===== src/rtl/switch_fabric_param.sv =====
// Parametrised NIN x NOUT packet switch: per-input FIFOs, one shared transfer
// path chosen by a fixed-priority / round-robin arbiter, per-output FIFOs.

module switch_fabric_param_fifo #(
    parameter int W     = 10,
    parameter int DEPTH = 8,
    parameter int CW    = 4
) (
    input  logic          clk,
    input  logic          reset,
    input  logic          push,
    input  logic          pop,
    input  logic [W-1:0]  wdata,
    output logic [W-1:0]  rdata,
    output logic [CW-1:0] count
);
    localparam int AW = $clog2(DEPTH);

    logic [W-1:0]  mem [DEPTH];
    logic [AW-1:0] wp, rp;
    logic          do_push, do_pop;

    // Fullness/emptiness are judged on the pre-edge count, so a push while
    // full is dropped even when the same edge pops.
    assign do_push = push && (count != CW'(DEPTH));
    assign do_pop  = pop && (count != '0);

    always_ff @(posedge clk or posedge reset) begin
        if (reset) begin
            wp    <= '0;
            rp    <= '0;
            count <= '0;
        end else begin
            if (do_push) wp <= wp + 1'b1;
            if (do_pop)  rp <= rp + 1'b1;
            count <= count + CW'(do_push) - CW'(do_pop);
        end
    end

    always_ff @(posedge clk) begin
        if (do_push) mem[wp] <= wdata;
    end

    assign rdata = (count == '0) ? '0 : mem[rp];
endmodule

module switch_fabric_param #(
    parameter int W     = 10,
    parameter int NIN   = 4,
    parameter int NOUT  = 4,
    parameter int DEPTH = 8,
    localparam int DW   = $clog2(NOUT),
    localparam int CW   = $clog2(DEPTH) + 1,
    localparam int GW   = $clog2(NIN)
) (
    input  logic              clk,
    input  logic              reset,
    input  logic [NIN*W-1:0]  in_data,
    input  logic [NIN-1:0]    in_push,
    output logic [NIN-1:0]    in_full,
    output logic [NIN-1:0]    in_almost_full,
    output logic [NIN-1:0]    in_err,
    input  logic [NOUT-1:0]   out_pop,
    output logic [NOUT*W-1:0] out_data,
    output logic [NOUT-1:0]   out_empty,
    output logic [NOUT-1:0]   out_almost_empty,
    output logic [NOUT-1:0]   out_err,
    input  logic [CW-1:0]     afull_thr,
    input  logic [CW-1:0]     aempty_thr,
    input  logic              mode,
    output logic              grant_valid,
    output logic [GW-1:0]     grant_idx
);
    logic [NIN-1:0][W-1:0]   in_head;
    logic [NIN-1:0][CW-1:0]  in_cnt;
    logic [NIN-1:0]          in_pop;
    logic [NIN-1:0]          elig;
    logic [NOUT-1:0][W-1:0]  out_head;
    logic [NOUT-1:0][CW-1:0] out_cnt;
    logic [NOUT-1:0]         out_push;
    logic [W-1:0]            xfer_word;
    logic [DW-1:0]           xfer_dest;
    logic [GW-1:0]           rr_ptr;

    assign xfer_word = in_head[grant_idx];
    assign xfer_dest = xfer_word[W-1 -: DW];

    for (genvar i = 0; i < NIN; i++) begin : g_in
        logic [DW-1:0] dest;

        switch_fabric_param_fifo #(.W(W), .DEPTH(DEPTH), .CW(CW)) u_fifo (
            .clk   (clk),
            .reset (reset),
            .push  (in_push[i]),
            .pop   (in_pop[i]),
            .wdata (in_data[i*W +: W]),
            .rdata (in_head[i]),
            .count (in_cnt[i])
        );

        assign dest              = in_head[i][W-1 -: DW];
        assign in_pop[i]         = grant_valid && (grant_idx == GW'(i));
        assign in_full[i]        = (in_cnt[i] == CW'(DEPTH));
        assign in_almost_full[i] = (in_cnt[i] >= afull_thr);
        // Target must be below the programmable threshold and physically not full.
        assign elig[i] = (in_cnt[i] != '0) && (out_cnt[dest] < afull_thr)
                         && (out_cnt[dest] != CW'(DEPTH));
    end

    for (genvar j = 0; j < NOUT; j++) begin : g_out
        switch_fabric_param_fifo #(.W(W), .DEPTH(DEPTH), .CW(CW)) u_fifo (
            .clk   (clk),
            .reset (reset),
            .push  (out_push[j]),
            .pop   (out_pop[j]),
            .wdata (xfer_word),
            .rdata (out_head[j]),
            .count (out_cnt[j])
        );

        assign out_push[j]          = grant_valid && (xfer_dest == DW'(j));
        assign out_data[j*W +: W]   = out_head[j];
        assign out_empty[j]         = (out_cnt[j] == '0);
        assign out_almost_empty[j]  = (out_cnt[j] <= aempty_thr);
    end

    // Scan in reverse so the last hit is the first candidate in search order.
    always_comb begin
        grant_valid = 1'b0;
        grant_idx   = '0;
        for (int k = NIN - 1; k >= 0; k--) begin
            if (mode) begin
                if (elig[(int'(rr_ptr) + k) % NIN]) begin
                    grant_valid = 1'b1;
                    grant_idx   = GW'((int'(rr_ptr) + k) % NIN);
                end
            end else if (elig[k]) begin
                grant_valid = 1'b1;
                grant_idx   = GW'(k);
            end
        end
    end

    always_ff @(posedge clk or posedge reset) begin
        if (reset) begin
            in_err  <= '0;
            out_err <= '0;
            rr_ptr  <= '0;
        end else begin
            in_err  <= in_err | (in_push & in_full);
            out_err <= out_err | (out_pop & out_empty);
            if (grant_valid && mode)
                rr_ptr <= (grant_idx == GW'(NIN - 1)) ? '0 : grant_idx + 1'b1;
        end
    end
endmodule


===== config.mk =====
export PLATFORM = sky130hd
export DESIGN_NAME = switch_fabric_param
export DESIGN_NICKNAME = d
export VERILOG_FILES = /design/src/rtl/switch_fabric_param.sv
export SDC_FILE = /design/constraint.sdc
export NUM_CORES = 1
export LEC_CHECK = 0
export CORE_MARGIN = 4
export CORE_UTILIZATION = 65
export CTS_CLUSTER_SIZE = 40
export DETAILED_ROUTE_END_ITERATION = 10
export DONT_BUFFER_PORTS = 1
export PLACE_DENSITY = 0.81
export SLEW_MARGIN = 20
export SYNTH_ARGS = -nofsm -noshare
export SYNTH_HDL_FRONTEND = slang
export SYNTH_HIERARCHICAL = 1
export SYNTH_SLANG_ARGS = --single-unit

===== constraint.sdc =====
create_clock -name clk -period 12.2 [get_ports clk]
set_clock_uncertainty 0.1 [all_clocks]
set_input_delay 0.61 -clock clk [delete_from_list [all_inputs] [get_ports clk]]
set_output_delay 0.61 -clock clk [all_outputs]
set_load 0.01 [all_outputs]

Word level (Yosys, flattened, before mapping)
Memory sizes are Yosys's and may differ from the RTL's.
Cells that the tools add are included.
{"block": "op_classes", "n_addsub": 36, "n_lt_le_gt_ge": 21, "n_eq_ne": 22, "muxes": 70, "n_bitwise": 7, "n_reduce_logical": 54}
{"op": "2-to-1 mux 10 bit", "count": 9}
{"op": "adder 3 x 1 -> 3 bit, second input constant", "count": 16}
{"op": "!= test 4 bit, second input constant", "count": 12}
{"op": "2-to-1 mux 1 bit", "count": 35}
{"op": "logical AND 1 bit", "count": 33}
{"op": "adder 4 x 1 -> 4 bit", "count": 8}
{"op": "binary-select mux 4 bit (select 2 bit)", "count": 4}
{"op": "logical NOT 4 bit", "count": 8}
{"op": "nonzero test 4 bit", "count": 8}
{"op": "subtractor 4 x 1 -> 4 bit", "count": 8}
{"op": "2-to-1 mux 2 bit", "count": 13}
{"op": "binary-select mux 10 bit (select 2 bit)", "count": 1}
{"op": "less-than comparator 2 x 3 -> 1 bit, second input constant", "count": 6}
{"op": "equality test 4 bit, second input constant", "count": 4}
{"op": ">= comparator 4 bit", "count": 4}
{"op": "<= comparator 4 bit", "count": 4}
{"op": "less-than comparator 4 bit", "count": 4}
{"op": "2-to-1 mux 4 bit", "count": 4}
{"op": "less-than comparator 3 x 4 -> 1 bit, second input constant", "count": 3}
{"op": "bitwise AND 4 bit", "count": 2}
{"op": "binary-select mux 1 bit (select 2 bit)", "count": 4}
{"op": "equality test 2 bit, second input constant", "count": 4}
{"op": "OR 4 bit", "count": 2}
{"op": "OR reduction 2 bit", "count": 3}
{"op": "other kinds (5)", "count": 11}
{"block": "totals", "ff_bits": 90, "mem_bits_rw": 640, "inputBits": 59, "out_inout_bits": 67, "n_memories": 8}
{"name": "g_in[0].u_fifo.mem", "words": 8, "word_bits": 10, "read_ports": 1, "rd_ports_with_merged_regs": 0, "wr": 1, "line_no": "19", "rtl": "logic [W-1:0] mem [DEPTH];"}
{"name": "g_in[1].u_fifo.mem", "words": 8, "word_bits": 10, "read_ports": 1, "rd_ports_with_merged_regs": 0, "wr": 1, "line_no": "19"}
{"name": "g_in[2].u_fifo.mem", "words": 8, "word_bits": 10, "read_ports": 1, "rd_ports_with_merged_regs": 0, "wr": 1, "line_no": "19"}
{"name": "g_in[3].u_fifo.mem", "words": 8, "word_bits": 10, "read_ports": 1, "rd_ports_with_merged_regs": 0, "wr": 1, "line_no": "19"}
{"name": "g_out[0].u_fifo.mem", "words": 8, "word_bits": 10, "read_ports": 1, "rd_ports_with_merged_regs": 0, "wr": 1, "line_no": "19"}
{"name": "g_out[1].u_fifo.mem", "words": 8, "word_bits": 10, "read_ports": 1, "rd_ports_with_merged_regs": 0, "wr": 1, "line_no": "19"}
{"name": "+2 memories"}

Longest topological paths before layout
{"block": "logic_depth", "ltp_word": 25, "depth_mapped": 27}

By module
Netlist, hierarchy kept.
{"mod": "switch_fabric_param_fifo", "instances": 8, "cells_each": 173, "area_per_inst_um2": 3602.2, "seq_area_each_um2": 2652.5}
{"mod": "switch_fabric_param", "instances": 1, "cells_each": 286, "area_per_inst_um2": 2710.1, "seq_area_each_um2": 250.2}

Worst setup path before layout
No wires, ideal clock.
{"block": "synth_timing", "path_type": "register to register", "startpoint": "register g_in[2].u_fifo.count[2]", "endpoint": "register g_out[2].u_fifo.count[2]", "setup_time_ns": 0.123, "arrival_ns": 5.477, "slack_ns": 6.501, "path_stages_with_launch": 24, "path_buffers": 2, "period_less_slack_ns": 5.699, "cell_sequence": "dfrtp_1 inv_1 ha_1 or3b_4 and2_1 buf_6 a22o_1 buf_2 mux4_2 ha_1 o211a_1 o31a_1 or3_1 o32ai_1 a22oi_1 nand2_2 mux4_2 nor2_1 nand2_1 ha_1 inv_1 ha_1 fa_1 xor2_1"}
{"block": "synth_between", "elab_chain_cells": 25, "elab_cells_between_ends": 49, "cone_classes": "add/sub (2); order compare (1); eq/ne (2); mux (38); reduce/logical (6)"}
{"element": "start: declaration", "line_no": "15", "rtl": "output logic [CW-1:0] count"}
{"element": "start signal: assignment", "line_no": "36", "rtl": "count <= count + CW'(do_push) - CW'(do_pop);"}
{"element": "logical NOT 4 bit *", "line_no": "44", "rtl": "assign rdata = (count == '0) ? '0 : mem[rp];"}
{"element": "2-to-1 mux 10 bit *", "line_no": "44"}
{"element": "named net g_in[2].dest[0]", "line_no": "89", "rtl": "logic [DW-1:0] dest;"}
{"element": "binary-select mux 4 bit (select 2 bit)", "line_no": "106, 107"}
{"element": "2-to-1 mux 4 bit (implied by the code)", "line_no": "106, 107"}
{"element": "less-than comparator 4 bit", "line_no": "106", "rtl": "assign elig[i] = (in_cnt[i] != '0) && (out_cnt[dest] < afull_thr)"}
{"element": "logical AND 1 bit", "line_no": "106"}
{"element": "logical AND 1 bit", "line_no": "107", "rtl": "&& (out_cnt[dest] != CW'(DEPTH));"}
{"element": "(+11 left out)"}
{"element": "binary-select mux 10 bit (select 2 bit)", "line_no": "85", "rtl": "assign xfer_word = in_head[grant_idx];"}
{"element": "2-to-1 mux 10 bit (implied by the code)", "line_no": "85"}
{"element": "equality test 2 bit", "line_no": "121", "rtl": "assign out_push[j] = grant_valid && (xfer_dest == DW'(j));"}
{"element": "logical AND 1 bit *", "line_no": "121"}
{"element": "named net out_push[2]", "line_no": "80", "rtl": "logic [NOUT-1:0] out_push;"}
{"element": "logical AND 1 bit *", "line_no": "25", "rtl": "assign do_push = push && (count != CW'(DEPTH));"}
{"element": "adder 4 x 1 -> 4 bit *", "line_no": "36"}
{"element": "subtractor 4 x 1 -> 4 bit *", "line_no": "36"}
{"element": "end signal: assignment", "line_no": "36"}
{"element": "end: declaration", "line_no": "15"}
Mark *: on every way through the listed nets, which the timed path passes. The rest lies on a longest branch. The select of a mux whose other input is x is not followed.
A chain may end at the register's enable or synchronous reset.

Final worst setup path
{"block": "layout_timing", "startpoint": "register g_in[2].u_fifo.count[2]", "endpoint": "memory g_out[2].u_fifo.mem[5][8] (enable)"}
{"block": "layout_between", "elab_chain_cells": 25, "elab_cells_between_ends": 49, "cone_classes": "order compare (1); eq/ne (2); mux (40); reduce/logical (6)"}
{"element": "logical NOT 4 bit *", "line_no": "44"}
{"element": "2-to-1 mux 10 bit *", "line_no": "44"}
{"element": "named net g_in[2].dest[0]", "line_no": "89"}
{"element": "binary-select mux 4 bit (select 2 bit)", "line_no": "106, 107"}
{"element": "2-to-1 mux 4 bit (implied by the code)", "line_no": "106, 107"}
{"element": "less-than comparator 4 bit", "line_no": "106"}
{"element": "logical AND 1 bit", "line_no": "106"}
{"element": "logical AND 1 bit", "line_no": "107"}
{"element": "(+11 left out)"}
{"element": "binary-select mux 10 bit (select 2 bit)", "line_no": "85"}
{"element": "2-to-1 mux 10 bit (implied by the code)", "line_no": "85"}
{"element": "equality test 2 bit", "line_no": "121"}
{"element": "logical AND 1 bit *", "line_no": "121"}
{"element": "named net out_push[2]", "line_no": "80"}
{"element": "logical AND 1 bit *", "line_no": "25"}
{"element": "2-to-1 mux 1 bit *", "line_no": "41", "rtl": "if (do_push) mem[wp] <= wdata;"}
{"element": "2-to-1 mux 1 bit (implied by the code) *", "line_no": "41"}
{"element": "end: declaration", "line_no": "19"}
Marked as above.

==> flow_metrics.env <==
export IMPL_hold_path_class="primary input to flop"
export IMPL_cts_root_buf="clkbuf_16"
export IMPL_antenna_found_initial=1
export IMPL_worstPathRequired_ns=12.33
export IMPL_postSynthAreaPerCell_um2=18.9
export IMPL_worst_setup_path_end_kind="flop"
export IMPL_gr_usage_met3_pct=6.72
export IMPL_finalCritPeriodShare_pct=60.5
export IMPL_met1_usage_pct=35.7
export IMPL_rows=80
export IMPL_cts_buffers=72
export IMPL_path_clk_slew_ns=0.06
export IMPL_post_cts_buffers=0
export IMPL_startpoint_type="flop"
export IMPL_first_pass_iters=5
export IMPL_synth_ff_type="edfxtp_1"
export IMPL_synth_nets=1849
export IMPL_synth_edf_count=640
export IMPL_port_buffers=0
export IMPL_hpwl_um=42400
export IMPL_grt_usage_pct=26.8
export IMPL_grt_busiest_layer="met2"
export IMPL_start_util_pct=65.9
export IMPL_cp_depth=17
export IMPL_die_h_um=228
export IMPL_path_max_fanout=27
export IMPL_crit_chain="inv_1, ha_1, or3b_4, nor2b_1, a22o_1, mux4_2, ha_1, o211a_1, o31a_1, or3_1, o21ai_0, a22oi_1, nand2_2, mux4_2, nor2_1, nand3_1, nor2_1"
export IMPL_slowest_delay_ns=0.83
export IMPL_clk_path_buf_depth=3
export IMPL_cts_htree_levels=3
export IMPL_yosysSeqAreaShare_pct=68.1
export IMPL_grt_overflow_total=0
export IMPL_synth_ff_latch_count=730
export IMPL_syn_area_um2=31500
export IMPL_core_um2=47800
export IMPL_fmax_mhz=135
export IMPL_tightest_slew_ns=1.13
export IMPL_routedWlPerCell_um=28.1
export IMPL_drc=0
export IMPL_die_w_um=228
export IMPL_placed_cells=2256
export IMPL_cts_tree="yes"
export IMPL_final_max_slew_violation_count=0
export IMPL_finalSetupViolations=0
export IMPL_final_antenna_net_count=0
export IMPL_critPathTopFamily="simple AND/OR/NAND/NOR gates"
export IMPL_period_minus_slack_ns=7.39
export IMPL_setup_tns_ns=0
export IMPL_criticalPathCategory="flop to flop"
export IMPL_drtIter0Drc=1565
export IMPL_ios=126
export IMPL_synthArstFlopShare_pct=12.3
export IMPL_vias=16300
export IMPL_synthCells=1670
export IMPL_use_met2_pct=43.9
export IMPL_rsz0062_at_grt="no"
export IMPL_cp_buffers_inverters=1
export IMPL_grt_pass1_wl_um=106000
export IMPL_grt_pass1_vias=17200
export IMPL_pre_cts_ws_ns=4.97
export IMPL_grt_max_degree=33
export IMPL_status="complete, no violations"
export IMPL_r2r_cells=17
export IMPL_final_layout_size_suffix_gt1_share_pct=18.7
export IMPL_hold_viol=0
export IMPL_holdPathStages=1
export IMPL_via_per_inst=6.65
export IMPL_routed_wl_um=68600
export IMPL_maxSlewHeadroom_pct=24.5
export IMPL_gp_congestion=0.857
export IMPL_max_cap_violations=0
export IMPL_yosysWarnings=6
export IMPL_crit_arrival_ns=7.51
export IMPL_fin_nets=1949
export IMPL_setup_ws_ns=4.81
export IMPL_cpMaxStageDelayCell="nor2_1"
export IMPL_ys_types=52
export IMPL_synthToLayoutAreaGrowth_pct=11.5
export IMPL_die_area_um2=52100
export IMPL_clock_sinks=730
export IMPL_final_cells=2443
export IMPL_clk_latency_ns=0.62
-- final cells by class --
type / count / area, um^2
sequential: 730 / 21500
multi-input combinational: 800 / 9470
clock buffer: 89 / 1890
antenna: 1 / 2.50
timing repair buffer: 88 / 883
tap: 615 / 769
inverter: 78 / 293
fill: 2629 / 12700
clock inverter: 42 / 375
-- final timing paths --
kind                                               from                        end  slack [ns]
worst max register to register  g_in[2].u_fifo/count[2]  g_out[2].u_fifo/mem[5][8]        4.81
min in group asynchronous                         reset    g_in[1].u_fifo/count[3]        0.70
max in group asynchronous                         reset                 out_err[3]       10.39
worst min-delay path                         in_push[2]                  in_err[2]        0.03
worst min register to register     g_in[0].u_fifo/rp[2]       g_in[0].u_fifo/rp[2]        0.39
worst max-delay path            g_in[2].u_fifo/count[2]  g_out[2].u_fifo/mem[5][8]        4.81
-- placed cells by master (no fill, tap or decap), types with 9 or more instances in the layout --
cell type	count
ha_1	112
nor2_1	52
clkinv_2	10
edfxtp_1	640
buf_4	33
inv_1	78
mux2i_4	10
a21oi_1	22
nand2_1	36
nand2b_1	37
o21ai_0	11
and2_1	9
nor2b_1	20
mux4_1	40
a22o_1	80
mux2i_1	21
nor3_1	17
dlygate4sd3_1	48
clkbuf_16	72
xnor2_1	32
mux4_2	140
clkbuf_1	15
clkinv_1	15
xor2_1	16
mux2_2	18
dfrtp_1	90
a21o_1	17
nand3_1	25
-- flip-flops by register name, indices dropped and copies added, names as in the netlist --
name / cells
rr_ptr: 2
g_out.u_fifo/rp: 12
in_err: 4
out_err: 4
g_in.u_fifo/rp: 12
g_in.u_fifo/count: 16
g_in.u_fifo/mem: 320
g_in.u_fifo/wp: 12
g_out.u_fifo/wp: 12
g_out.u_fifo/count: 16
g_out.u_fifo/mem: 320
-- through the flow --
step	util [%]	hold WS (ns)	area, um^2
6_report	73.5	0.0312	35100
3_3_place_gp	67.3	0.372	32200
2_1_floorplan	-	0.350	31500
3_5_place_dp	67.3	0.378	32200
5_1_grt	73.5	0.0212	35100
4_1_cts	73.1	0.00257	35000
-- Yosys cell counts (4+ instances only) --
cell type	instances	area share, %
nor2_1	59	0.70
or3b_4	8	0.29
mux2_2	18	0.64
mux2i_1	31	0.98
dfrtp_1	90	7.1
nand2b_1	37	0.73
nand3_1	25	0.40
inv_1	78	0.93
xor2_1	16	0.44
clkbuf_1	12	0.14
ha_1	112	4.4
nand2_1	36	0.43
a21oi_1	22	0.35
o211a_1	4	0.13
nand3b_1	8	0.19
nor4_1	4	0.079
buf_6	26	0.93
nor4b_1	6	0.17
o21ai_0	11	0.17
mux4_1	40	3.3
nor2b_1	20	0.40
fa_1	8	0.51
clkbuf_2	8	0.13
edfxtp_1	640	61
a22o_1	80	2.2
or3b_2	8	0.22
a21o_1	17	0.40
xnor2_1	32	0.89
and2_1	9	0.18
mux4_2	140	10
nor3_1	18	0.29
buf_2	11	0.17
a41o_1	5	0.16
-- layer usage --
layer,vias to the layer above,wire length (um)
met3,129,6020
met1,8408,26100
met2,769,34400
met5,-,0
li1,6948,-
met4,0,2090
-- repair_timing --
item | 4_1_cts | 5_1_grt
hold endpoints to repair | 410 | 0
hold buffers | 48 | 0
resized for setup | 0 | 0
-- worst reg2reg max path, stage by stage, from the launching register on --
cell,delay [ns]
dfrtp_1,0.39
inv_1,0.09
ha_1,0.20
or3b_4,0.25
nor2b_1,0.59
a22o_1,0.55
mux4_2,0.60
ha_1,0.29
o211a_1,0.21
o31a_1,0.12
or3_1,0.41
o21ai_0,0.25
a22oi_1,0.13
nand2_2,0.66
mux4_2,0.59
nor2_1,0.42
nand3_1,0.30
nor2_1,0.84
-- cell families (layout without fill, tap and decap cells) --
logic type / after synthesis / in the layout / share of synthesized area, %
other: 0 / 1 / 0
muxes: 229 / 229 / 15.0
and+or+nand+nor: 245 / 245 / 4.27
DFF: 730 / 730 / 68.1
buffers and inverters: 140 / 297 / 2.39
xor gates and xnor gates: 48 / 48 / 1.33
AOI/OAI and AO/OA: 158 / 158 / 3.99
adders and majority gates: 120 / 120 / 4.95
Power is not shown: default switching activity piles up to over one toggle a cycle in this logic, so the estimate is an artifact.
